## config.mk

```make
export PLATFORM = sky130hd
export DESIGN_NAME = ifu_fetch
export DESIGN_NICKNAME = d
export VERILOG_FILES = /design/src/rtl/ifu_fetch.sv
export SDC_FILE = /design/constraint.sdc
export NUM_CORES = 1
export LEC_CHECK = 0
export CAP_MARGIN = 15
export CORE_MARGIN = 2
export CORE_UTILIZATION = 44
export DETAILED_ROUTE_END_ITERATION = 8
export PLACE_DENSITY_LB_ADDON = 0.05
export SLEW_MARGIN = 25
export SYNTH_ARGS = -nofsm -noshare
export SYNTH_HDL_FRONTEND = slang
export SYNTH_SLANG_ARGS = --single-unit
```

## constraint.sdc

```tcl
create_clock -name clk -period 2.6 [get_ports clk]
set_input_delay 0.52 -clock clk [delete_from_list [all_inputs] [get_ports clk]]
set_output_delay 0.52 -clock clk [all_outputs]
set_load 0.1 [all_outputs]
```

## src/rtl/ifu_fetch.sv

```systemverilog
// Instruction fetch unit: generates the fetch PC, issues aligned 8-byte
// ICache requests (one outstanding at most) and splits each response into
// IF_WIDTH instruction slots for the instruction buffer.

package ifu_pkg;
  typedef struct packed {
    logic        valid;
    logic [31:0] pc;
    logic [31:0] instr;
  } instr_info_t;
endpackage

module ifu_fetch
  import ifu_pkg::*;
#(
  parameter logic [31:0] RESET_PC   = 32'h1c000000,
  parameter int          IF_WIDTH   = 2,   // only 2 is supported
  parameter int          ADDR_WIDTH = 32
) (
  input  logic                           clk,
  input  logic                           rst_n,
  output logic                           icache_req_valid_o,
  input  logic                           icache_req_ready_i,
  output logic [ADDR_WIDTH-1:0]          icache_req_addr_o,
  input  logic                           icache_resp_valid_i,
  input  logic [63:0]                    icache_resp_data_i,
  input  logic                           stallreq_i,
  input  logic                           redirect_valid_i,
  input  logic [ADDR_WIDTH-1:0]          redirect_pc_i,
  output instr_info_t [IF_WIDTH-1:0]     instr_o
);

  typedef enum logic [1:0] {IDLE, REQ, WAIT, DROP} state_e;

  state_e                       state_q;
  logic [ADDR_WIDTH-1:0]        pc_q;
  logic                         req_valid_q;
  instr_info_t [IF_WIDTH-1:0]   instr_q;
  instr_info_t [IF_WIDTH-1:0]   slot_d;
  logic [ADDR_WIDTH-1:0]        line_pc;

  // The request address is the 8-byte line containing pc; it only moves on
  // redirect (which withdraws the request) or on delivery, so it is stable in REQ.
  assign line_pc            = {pc_q[ADDR_WIDTH-1:3], 3'b000};
  assign icache_req_addr_o  = line_pc;
  assign icache_req_valid_o = req_valid_q;
  assign instr_o            = instr_q;

  // Slot split: slot i takes word (pc[2]+i) of the line; words past the end
  // of the line leave the slot invalid, so valid slots pack from slot 0.
  always_comb begin
    slot_d = '0;
    for (int i = 0; i < IF_WIDTH; i++) begin
      int widx;
      widx = int'(pc_q[2]) + i;
      if (widx < 2) begin
        slot_d[i].valid = 1'b1;
        slot_d[i].pc    = pc_q + ADDR_WIDTH'(4 * i);
        slot_d[i].instr = (widx == 0) ? icache_resp_data_i[31:0]
                                      : icache_resp_data_i[63:32];
      end
    end
  end

  // Fetch FSM with registered request valid and delivery slots; redirect
  // always reloads pc and wins over every other transition.
  always_ff @(posedge clk or negedge rst_n) begin
    if (!rst_n) begin
      state_q     <= IDLE;
      pc_q        <= RESET_PC;
      req_valid_q <= 1'b0;
      instr_q     <= '0;
    end else begin
      instr_q <= '0;
      if (redirect_valid_i) pc_q <= redirect_pc_i;
      case (state_q)
        IDLE: begin
          if (!redirect_valid_i && !stallreq_i) begin
            state_q     <= REQ;
            req_valid_q <= 1'b1;
          end
        end
        REQ: begin
          // Stall never withdraws a posted request; only redirect does.
          if (redirect_valid_i) begin
            req_valid_q <= 1'b0;
            state_q     <= icache_req_ready_i ? DROP : IDLE;
          end else if (icache_req_ready_i) begin
            req_valid_q <= 1'b0;
            state_q     <= WAIT;
          end
        end
        WAIT: begin
          if (icache_resp_valid_i) begin
            if (!redirect_valid_i) begin
              // The buffer guarantees headroom, so delivery ignores stall.
              instr_q <= slot_d;
              pc_q    <= line_pc + ADDR_WIDTH'(8);
              if (!stallreq_i) begin
                state_q     <= REQ;
                req_valid_q <= 1'b1;
              end else begin
                state_q <= IDLE;
              end
            end else begin
              state_q <= IDLE;
            end
          end else if (redirect_valid_i) begin
            state_q <= DROP;
          end
        end
        DROP: begin
          // Swallow the response of the abandoned request.
          if (icache_resp_valid_i) state_q <= IDLE;
        end
        default: state_q <= IDLE;
      endcase
    end
  end

endmodule

```

==> flow_summary.ini, run 1 <==
[outcome]
status = completed

[clock_tree]
clk_pin_slew_ns = 0.07
root_buffer = clkbuf_16
clk_latency_ns = 0.42
cts_resized = 0
cts_tree = done
cts_sinks = 164
htreeDepth = 4
cts_max_path_buffers = 2
cts_buffers = 17
cts_setup_buffers = 0
ctsHoldBuffers = 0

[sta]
grt_setup_unrepaired = false
hold_viol_final = 0
period_needed_ns = 2.09
finalSetupViolCount = 0
relSlewSlack_pct = 53.7
fmax_ghz = 0.479
setup_tns_ns = 0
worst_pin_slew_ns = 0.694
final-max-slew-violation-count = 0
finalCritPeriodShare_pct = 80.3
skew_ns = 0.00920

[global_routing]
grt_usage_pct = 22.9
antenna_found_initial = 0
grt_pass1_vias = 5018
grt_max_degree = 63
grt_pass1_wl_mm = 28.7
grt_overflow = 0

[power]
power.density_nw_per_um2 = 789
combinationalPowerShare_pct = 28.1
power_switching_share_pct = 36.8
p_int_mw = 4.75
leakage_nw = 4.70
seq_power_share_pct = 38.8
vdd_drop_max_v = 0.000553
pwr-share-clk_pct = 33.1
power.net_switching_mw = 2.76

[critical_path]
critical-path-top-delay-family = simple AND/OR/NAND/NOR gates
crit_path_max_incr_delay_ns = 0.63
worstRegToRegCells = 4
worstPathArrival_ns = 2.43
cp.required_ns = 2.94
reg2reg_from = pc_q[12]
crit_fanout = 12
worst-path-buf-inv = 0
r2r_setup_slack_ns = 0.51
crit_path_start_kind = register
critPathCaptureType = register
timing.rr.end = pc_q[31]
path_cells = nand4_4, or4_4, or4_1, a31oi_1
cp_slowest_cell = or4_4
worstSetupPathType = register to register

[route]
wirelength_mm = 18.6
drtIter0Drc = 245
routed_via_density = 4.95
drc = 0
drtAntennaViolNets = 0
wl_per_cell_um = 18.2
first_pass_iters = 4
vias = 5049

[synthesis]
async_reset_ff_share_pct = 100
yosysUniqueCellTypes = 47
syn_area_um2 = 6740
synthCells = 585
synth-xor-area-share_pct = 1.30
synth_seq_cells = 164
synth-compound-area-share_pct = 4.27
yosys-top-cells-area = dfrtp_1 (60%), and2_1 (8.3%), mux2i_1 (6.1%)
synth_edf_count = 0
yosys.area.top_type = dfrtp_1
synth.mux.area_fraction_pct = 6.09
synthAdderAreaFrac_pct = 0.186
seq_area_frac_synth_pct = 61.0
yosys_warnings = 0
synth_simple_gate_area_share_pct = 20.4
synth_flop_cell = dfrtp_1
synth_top_family_by_area = simple AND/OR/NAND/NOR gates
avgSynthCellArea_um2 = 11.5
yosys.area.top_type_share_pct = 59.8

[floorplan]
num_rows = 45
core_um2 = 15100
dieArea_um2 = 16300
ios = 265
die_h_um = 128
start_util_pct = 44.6
die_w_um = 128

[final_layout]
layout-drive-gt1-share_pct = 27.1
final_cells = 1019
n_antenna_cell = 0
layout_common_cells = buf_4 (177), dfrtp_1 (160), clkdlybuf4s50_1 (100)
final_common_cell = buf_4
fin_nets = 921
syn_to_final_growth_pct = 41.5

[placed_design]
gp_congestion = 0.809
dp_hpwl_mm = 13.6
port_buffers = 261
placedCellCount = 987

[min_path]
hp-class = input port to asynchronous set/reset pin

[job]
drv_cap = 0
[cells by family after synthesis]
logic type | Yosys count
and+or+nand+nor | 246
DFF | 164
buffers and inverters | 75
AOI/OAI and AO/OA | 47
muxes | 41
xor gates and xnor gates | 10
adders and majority gates | 1
other | 1
[area by class of cell]
class	count	area (um^2)
clock buffers	23	508
clock inverters	9	93.8
fillers	1199	5560
inverters	8	30.0
multi-input cells	348	2190
flip-flops and latches	164	4110
well taps	188	235
repair buffers	279	2360
[state kept, by name, summed over array words and instances, names as in the netlist]
| signal | flops |
|---|---|
| pc_q | 32 |
| instr_o | 129 |
| state_q | 2 |
| icache_req_valid_o | 1 |
[synth_stat cells, drive strengths merged (4+ instances only)]
master,count
dfrtp,161
and2,91
nor2,52
buf,44
mux2i,41
nand2,28
clkbuf,21
o21ai,20
nand3,17
nand4,13
a31oi,11
or4,10
inv,8
nor3,8
nor4,7
xnor2,7
o31ai,6
or3,6
and3,4
[worst register-to-register path, stage by stage (launching register included)]
cell     delay [ns]
dfrtp_1        0.55
nand4_4        0.13
or4_4          0.63
or4_1          0.52
a31oi_1        0.17
[worst max-delay path by stage]
| stage | depth (start not counted) | to | startpoint |
|---|---|---|---|
| 3_5_place_dp | 5 | pc_q[28] | icache_resp_valid_i |
| 2_1_floorplan | 6 | pc_q[28] | pc_q[8] |
| 3_3_place_gp | 5 | pc_q[28] | icache_resp_valid_i |
| 4_1_cts | 4 | pc_q[31] | pc_q[12] |
| 6_report | 4 | pc_q[31] | pc_q[12] |
| 5_1_grt | 4 | pc_q[28] | pc_q[12] |
[power groups by stage]
stage / clock [mW] / sequential, mW / combinational [mW]
floorplan: 0 / 3.64 / 0.856
global placement: 0 / 2.95 / 2.11
detailed placement: 0 / 2.96 / 2.12
CTS: 2.53 / 2.92 / 2.13
global route: 2.64 / 2.94 / 2.21
finish: 2.49 / 2.92 / 2.11
[per-layer routing]
metal | share of wire, % | track usage, % | wire, um
met4 | 0.99 | 5.49 | 184
met3 | 6.3 | 5.88 | 1170
met5 | 0 | 0 | 0
met2 | 50 | 39.6 | 9350
met1 | 42 | 29.1 | 7880
[through the flow]
step	hold slack (ns)	utilization, %	power [mW]	setup slack (ns)	cell area (um^2)
finish	0.0767	63.2	7.52	0.512	9530
global route	0.103	63.2	7.78	0.424	9530
CTS	0.0914	63.2	7.57	0.518	9530
detailed placement	0.497	59.2	5.08	0.271	8930
global placement	0.496	59.2	5.06	0.293	8930
floorplan	0.224	-	4.50	0.665	6740
Power figures use the tool's default switching activity.
==> inputs of run 2 (changes only) <==
==> constraint.sdc (replaced) <==
create_clock -name clk -period 1.96 [get_ports clk]
set_input_delay 0.392 -clock clk [delete_from_list [all_inputs] [get_ports clk]]
set_output_delay 0.392 -clock clk [all_outputs]
set_load 0.1 [all_outputs]
==> flow_summary.ini, run 2 (same netlist as run 1, synthesis figures left out) <==
[floorplan]
die_w_um = 128
die_h_um = 128
start_util_pct = 44.6
dieArea_um2 = 16300
num_rows = 45
ios = 265
core_um2 = 15100

[clock_tree]
cts_resized = 0
clk_pin_slew_ns = 0.06
root_buffer = clkbuf_16
clk_latency_ns = 0.42
htreeDepth = 4
cts_tree = done
cts_max_path_buffers = 2
cts_sinks = 164
cts_buffers = 17

[critical_path]
crit_path_max_incr_delay_ns = 0.62
cp.required_ns = 2.31
worstSetupPathType = register to register
critPathCaptureType = register
crit_path_start_kind = register
crit_fanout = 12
path_cells = nand4_1, or4_4, or4_1, a31oi_1
cp_slowest_cell = or4_4
worstPathArrival_ns = 2.23

[route]
routed_via_density = 5.02
drc = 0
vias = 5311
wl_per_cell_um = 17.7
wirelength_mm = 18.7
drtIter0Drc = 278
first_pass_iters = 5
drtAntennaViolNets = 0

[sta]
grt_setup_unrepaired = false
fmax_ghz = 0.529
hold_viol_final = 0
final-max-slew-violation-count = 0
period_needed_ns = 1.89
setup_ws_ns = 0.0706
skew_ns = 0.00727
finalCritPeriodShare_pct = 96.4
finalSetupViolCount = 0
whs_ns = 0.460

[placed_design]
placed_cell_area_um2 = 9600
gp_congestion = 0.856
dp_hpwl_mm = 13.7
dp_slack_ns = -0.272
port_buffers = 261

[global_routing]
antenna_found_initial = 1
grtUsageMet1_pct = 28.6
grt_usage_pct = 23.0
met3_usage_pct = 5.38
grt_pass1_wl_mm = 28.9
grt_pass1_vias = 5427
grt.met2_usage_pct = 39.7
grt_max_degree = 51
grt_overflow = 0
grt.busiest_layer = met2

[final_layout]
syn_to_final_growth_pct = 51.7
seqCellArea_um2 = 4110
design_area_um2 = 10200
layout_common_cells = buf_4 (179), dfrtp_1 (160), clkdlybuf4s50_1 (100)
final_common_cell = buf_4
fin_nets = 957
multi_input_area_um2 = 2190
layout-drive-gt1-share_pct = 29.9
largest_reg_flops = 129
fillCellCount = 1147
fin_util_pct = 67.7

[power]
leakage_nw = 5.01
power.density_nw_per_um2 = 1010
total_power_mw = 10.3
vdd_drop_max_v = 0.000708

[job]
drv_cap = 0

[min_path]
hp-class = input port to asynchronous set/reset pin

[outcome]
status = completed
==> run 2: changes by cell type in the layout (fill, tap and decap cells not counted), sizes merged <==
cell	before	now
bufinv	1	2
diode	0	2
dlygate4sd3	0	1
buf	179	214
clkbuf	23	21
clkinv	5	6
==> run 2: path summary, 6_finish.rpt <==
path / startpoint / end / slack [ns] / cells past startpoint
max: pc_q[14] / pc_q[31] / 0.07 / 4
min: rst_n / instr_o[90] / 0.46 / 2
max reg2reg: pc_q[14] / pc_q[31] / 0.07 / 4
min reg2reg: pc_q[1] / instr_o[98] / 0.50 / 1
max in group asynchronous: rst_n / instr_o[27] / 0.79 / 3
min in group clk: pc_q[1] / instr_o[98] / 0.50 / 1
==> run 2: final cells by class <==
type,instances,share of cell area (%)
flip-flops and latches,164,40.2
repair buffers,315,29.8
multi-input cells,348,21.5
clock buffers,21,4.61
well taps,188,2.30
clock inverters,11,1.22
inverters,8,0.294
diodes,2,0.0490
==> run 2: timing repair <==
action	4_1_cts	5_1_grt
buffers inserted	0	0
endpoints found under the hold margin	40	0
hold buffers	1	0
==> run 2: power by group <==
part	total [mW]	internal [mW]	leakage [nW]	switching, mW
Sequential	3.78	3.61	2.20	0.169
Clock	3.32	1.98	0.289	1.34
Combinational	3.20	0.985	2.52	2.21
Total	10.3	6.58	5.01	3.72
==> run 2: worst max-delay path: cells and delay by family (launching register included) <==
| kind | cells | cell delay, ns |
|---|---|---|
| compound gates | 1 | 0.17 |
| flops | 1 | 0.36 |
| simple gates | 3 | 1.29 |
==> run 2: through the flow <==
stage,std cells,TNS [ns]
floorplan,587,0
detailed placement,1022,-6.66
global route,1056,0
CTS,1055,0
global placement,1022,-3.44
finish,1057,0
==> run 2: layer usage <==
layer / routed length [um] / share of wire (%) / vias up
met2: 9590 / 51 / 211
met4: 267 / 1.4 / 0
met1: 7570 / 41 / 2617
met3: 1270 / 6.8 / 18
li1: - / - / 2465
met5: 0 / 0 / -
==> inputs of run 3 (changes only) <==
--- a/config.mk
+++ b/config.mk
@@ -6,8 +6,10 @@
 export NUM_CORES = 1
 export LEC_CHECK = 0
 export CAP_MARGIN = 15
+export CELL_PAD_IN_SITES_DETAIL_PLACEMENT = 0
+export CELL_PAD_IN_SITES_GLOBAL_PLACEMENT = 2
 export CORE_MARGIN = 2
-export CORE_UTILIZATION = 44
+export CORE_UTILIZATION = 29
 export DETAILED_ROUTE_END_ITERATION = 8
 export PLACE_DENSITY_LB_ADDON = 0.05
 export SLEW_MARGIN = 25
==> constraint.sdc (replaced) <==
create_clock -name clk -period 2.4 [get_ports clk]
set_input_delay 0.48 -clock clk [delete_from_list [all_inputs] [get_ports clk]]
set_output_delay 0.48 -clock clk [all_outputs]
set_load 0.1 [all_outputs]
==> flow_summary.ini, run 3 (same netlist as run 1, synthesis figures left out) <==
[final_layout]
fin_nets = 927
layout_common_cells = buf_4 (178), dfrtp_1 (160), clkdlybuf4s50_1 (100)
layout-drive-gt1-share_pct = 27.4
multi_input_area_um2 = 2190
syn_to_final_growth_pct = 44.0
largest_reg_flops = 129
final_cells = 1121
seqCellArea_um2 = 4110
fillCellCount = 2217
design_area_um2 = 9700
n_antenna_cell = 0
final_common_cell = buf_4

[global_routing]
antenna_found_initial = 0
grt_overflow = 0
grt_pass1_wl_mm = 31.4
grt_max_degree = 50
grt_pass1_vias = 5185
grt_usage_pct = 16.9

[clock_tree]
clk_pin_slew_ns = 0.07
root_buffer = clkbuf_16
cts_buffers = 17
ctsHoldBuffers = 0
cts_max_path_buffers = 2
clk_latency_ns = 0.42
cts_sinks = 164
cts_resized = 0
cts_tree = done
htreeDepth = 4
cts_setup_buffers = 0

[route]
wirelength_mm = 20.7
drc = 0
drtAntennaViolNets = 0
routed_via_density = 4.51
drtIter0Drc = 210
first_pass_iters = 4
vias = 5060
wl_per_cell_um = 18.4

[sta]
grt_setup_unrepaired = false
finalCritPeriodShare_pct = 84.3
fmax_ghz = 0.494
finalSetupViolCount = 0
final-max-slew-violation-count = 0
hold_viol_final = 0
skew_ns = 0.00998
period_needed_ns = 2.02
setup_ws_ns = 0.377
setup_tns_ns = 0

[placed_design]
gp_congestion = 0.775
port_buffers = 261
dp_hpwl_mm = 14.8
placedCellCount = 1090
dp_slack_ns = 0.0836
placed_cell_area_um2 = 9160

[critical_path]
cp.required_ns = 2.74
worstSetupPathType = register to register
crit_path_max_incr_delay_ns = 0.59
crit_path_start_kind = register
path_cells = nand3_4, or4_4, or4_1, a31oi_1
cp_slowest_cell = or4_4
crit_fanout = 12
worstPathArrival_ns = 2.36
critPathCaptureType = register

[floorplan]
start_util_pct = 29.7
ios = 265
die_w_um = 156
die_h_um = 156
dieArea_um2 = 24500
core_um2 = 22700
num_rows = 55

[power]
vdd_drop_max_v = 0.000503
power.density_nw_per_um2 = 827
leakage_nw = 4.70
total_power_mw = 8.02

[outcome]
status = completed

[job]
drv_cap = 0

[min_path]
hp-class = input port to asynchronous set/reset pin
-- run 3: cell types whose count changed in the layout (fill, tap and decap cells not counted), sizes merged --
cell / previous run / this run
dlygate4sd3: 1 / 0
clkinvlp: 2 / 5
clkbuf: 21 / 19
inv: 9 / 12
diode: 2 / 0
bufinv: 2 / 0
buf: 214 / 185
clkinv: 6 / 3
-- run 3: report_power, final --
group          total [mW]  switching, mW  leakage (nW)  internal [mW]
combinational        2.37           1.74          2.25          0.622
sequential           3.12          0.167          2.20           2.95
clock                2.54           1.17         0.249           1.36
total                8.02           3.08          4.70           4.94
-- run 3: stage by stage --
| stage | hold WS (ns) | utilization [%] |
|---|---|---|
| floorplan | 0.184 | - |
| global placement | 0.462 | 40.3 |
| detailed placement | 0.474 | 40.3 |
| CTS | 0.0100 | 42.7 |
| global route | 0.0187 | 42.7 |
| finish | 0.00261 | 42.7 |
-- run 3: worst max-delay path, delay by kind of cell, from the launching register on --
family,cells,cell delay [ns]
flip-flops,1,0.54
AO/OA/AOI/OAI,1,0.16
AND/OR/NAND/NOR,3,1.24
-- run 3: path summary, 6_finish.rpt --
kind | startpoint | slack (ns) | cells past startpoint | end
setup / recovery | pc_q[17] | 0.38 | 4 | pc_q[31]
hold / removal | rst_n | 0.003 | 1 | instr_o[73]
setup reg to reg | pc_q[17] | 0.38 | 4 | pc_q[31]
hold reg to reg | pc_q[0] | 0.52 | 1 | instr_o[32]
max in group asynchronous | rst_n | 1.74 | 2 | pc_q[27]
min in group clk | pc_q[0] | 0.52 | 1 | instr_o[32]
-- run 3: metal layers --
metal	GRT usage, %	routed length [um]
met5	0	0
met4	4.11	129
met3	4.40	1220
met2	28.0	10100
met1	22.1	9220
-- run 3: layout make-up --
class / count / area share, %
clock buffers: 19 / 4.57
clock inverters: 12 / 1.02
inverters: 8 / 0.310
multi-input cells: 348 / 22.6
flip-flops and latches: 164 / 42.4
well taps: 285 / 3.68
repair buffers: 285 / 25.5
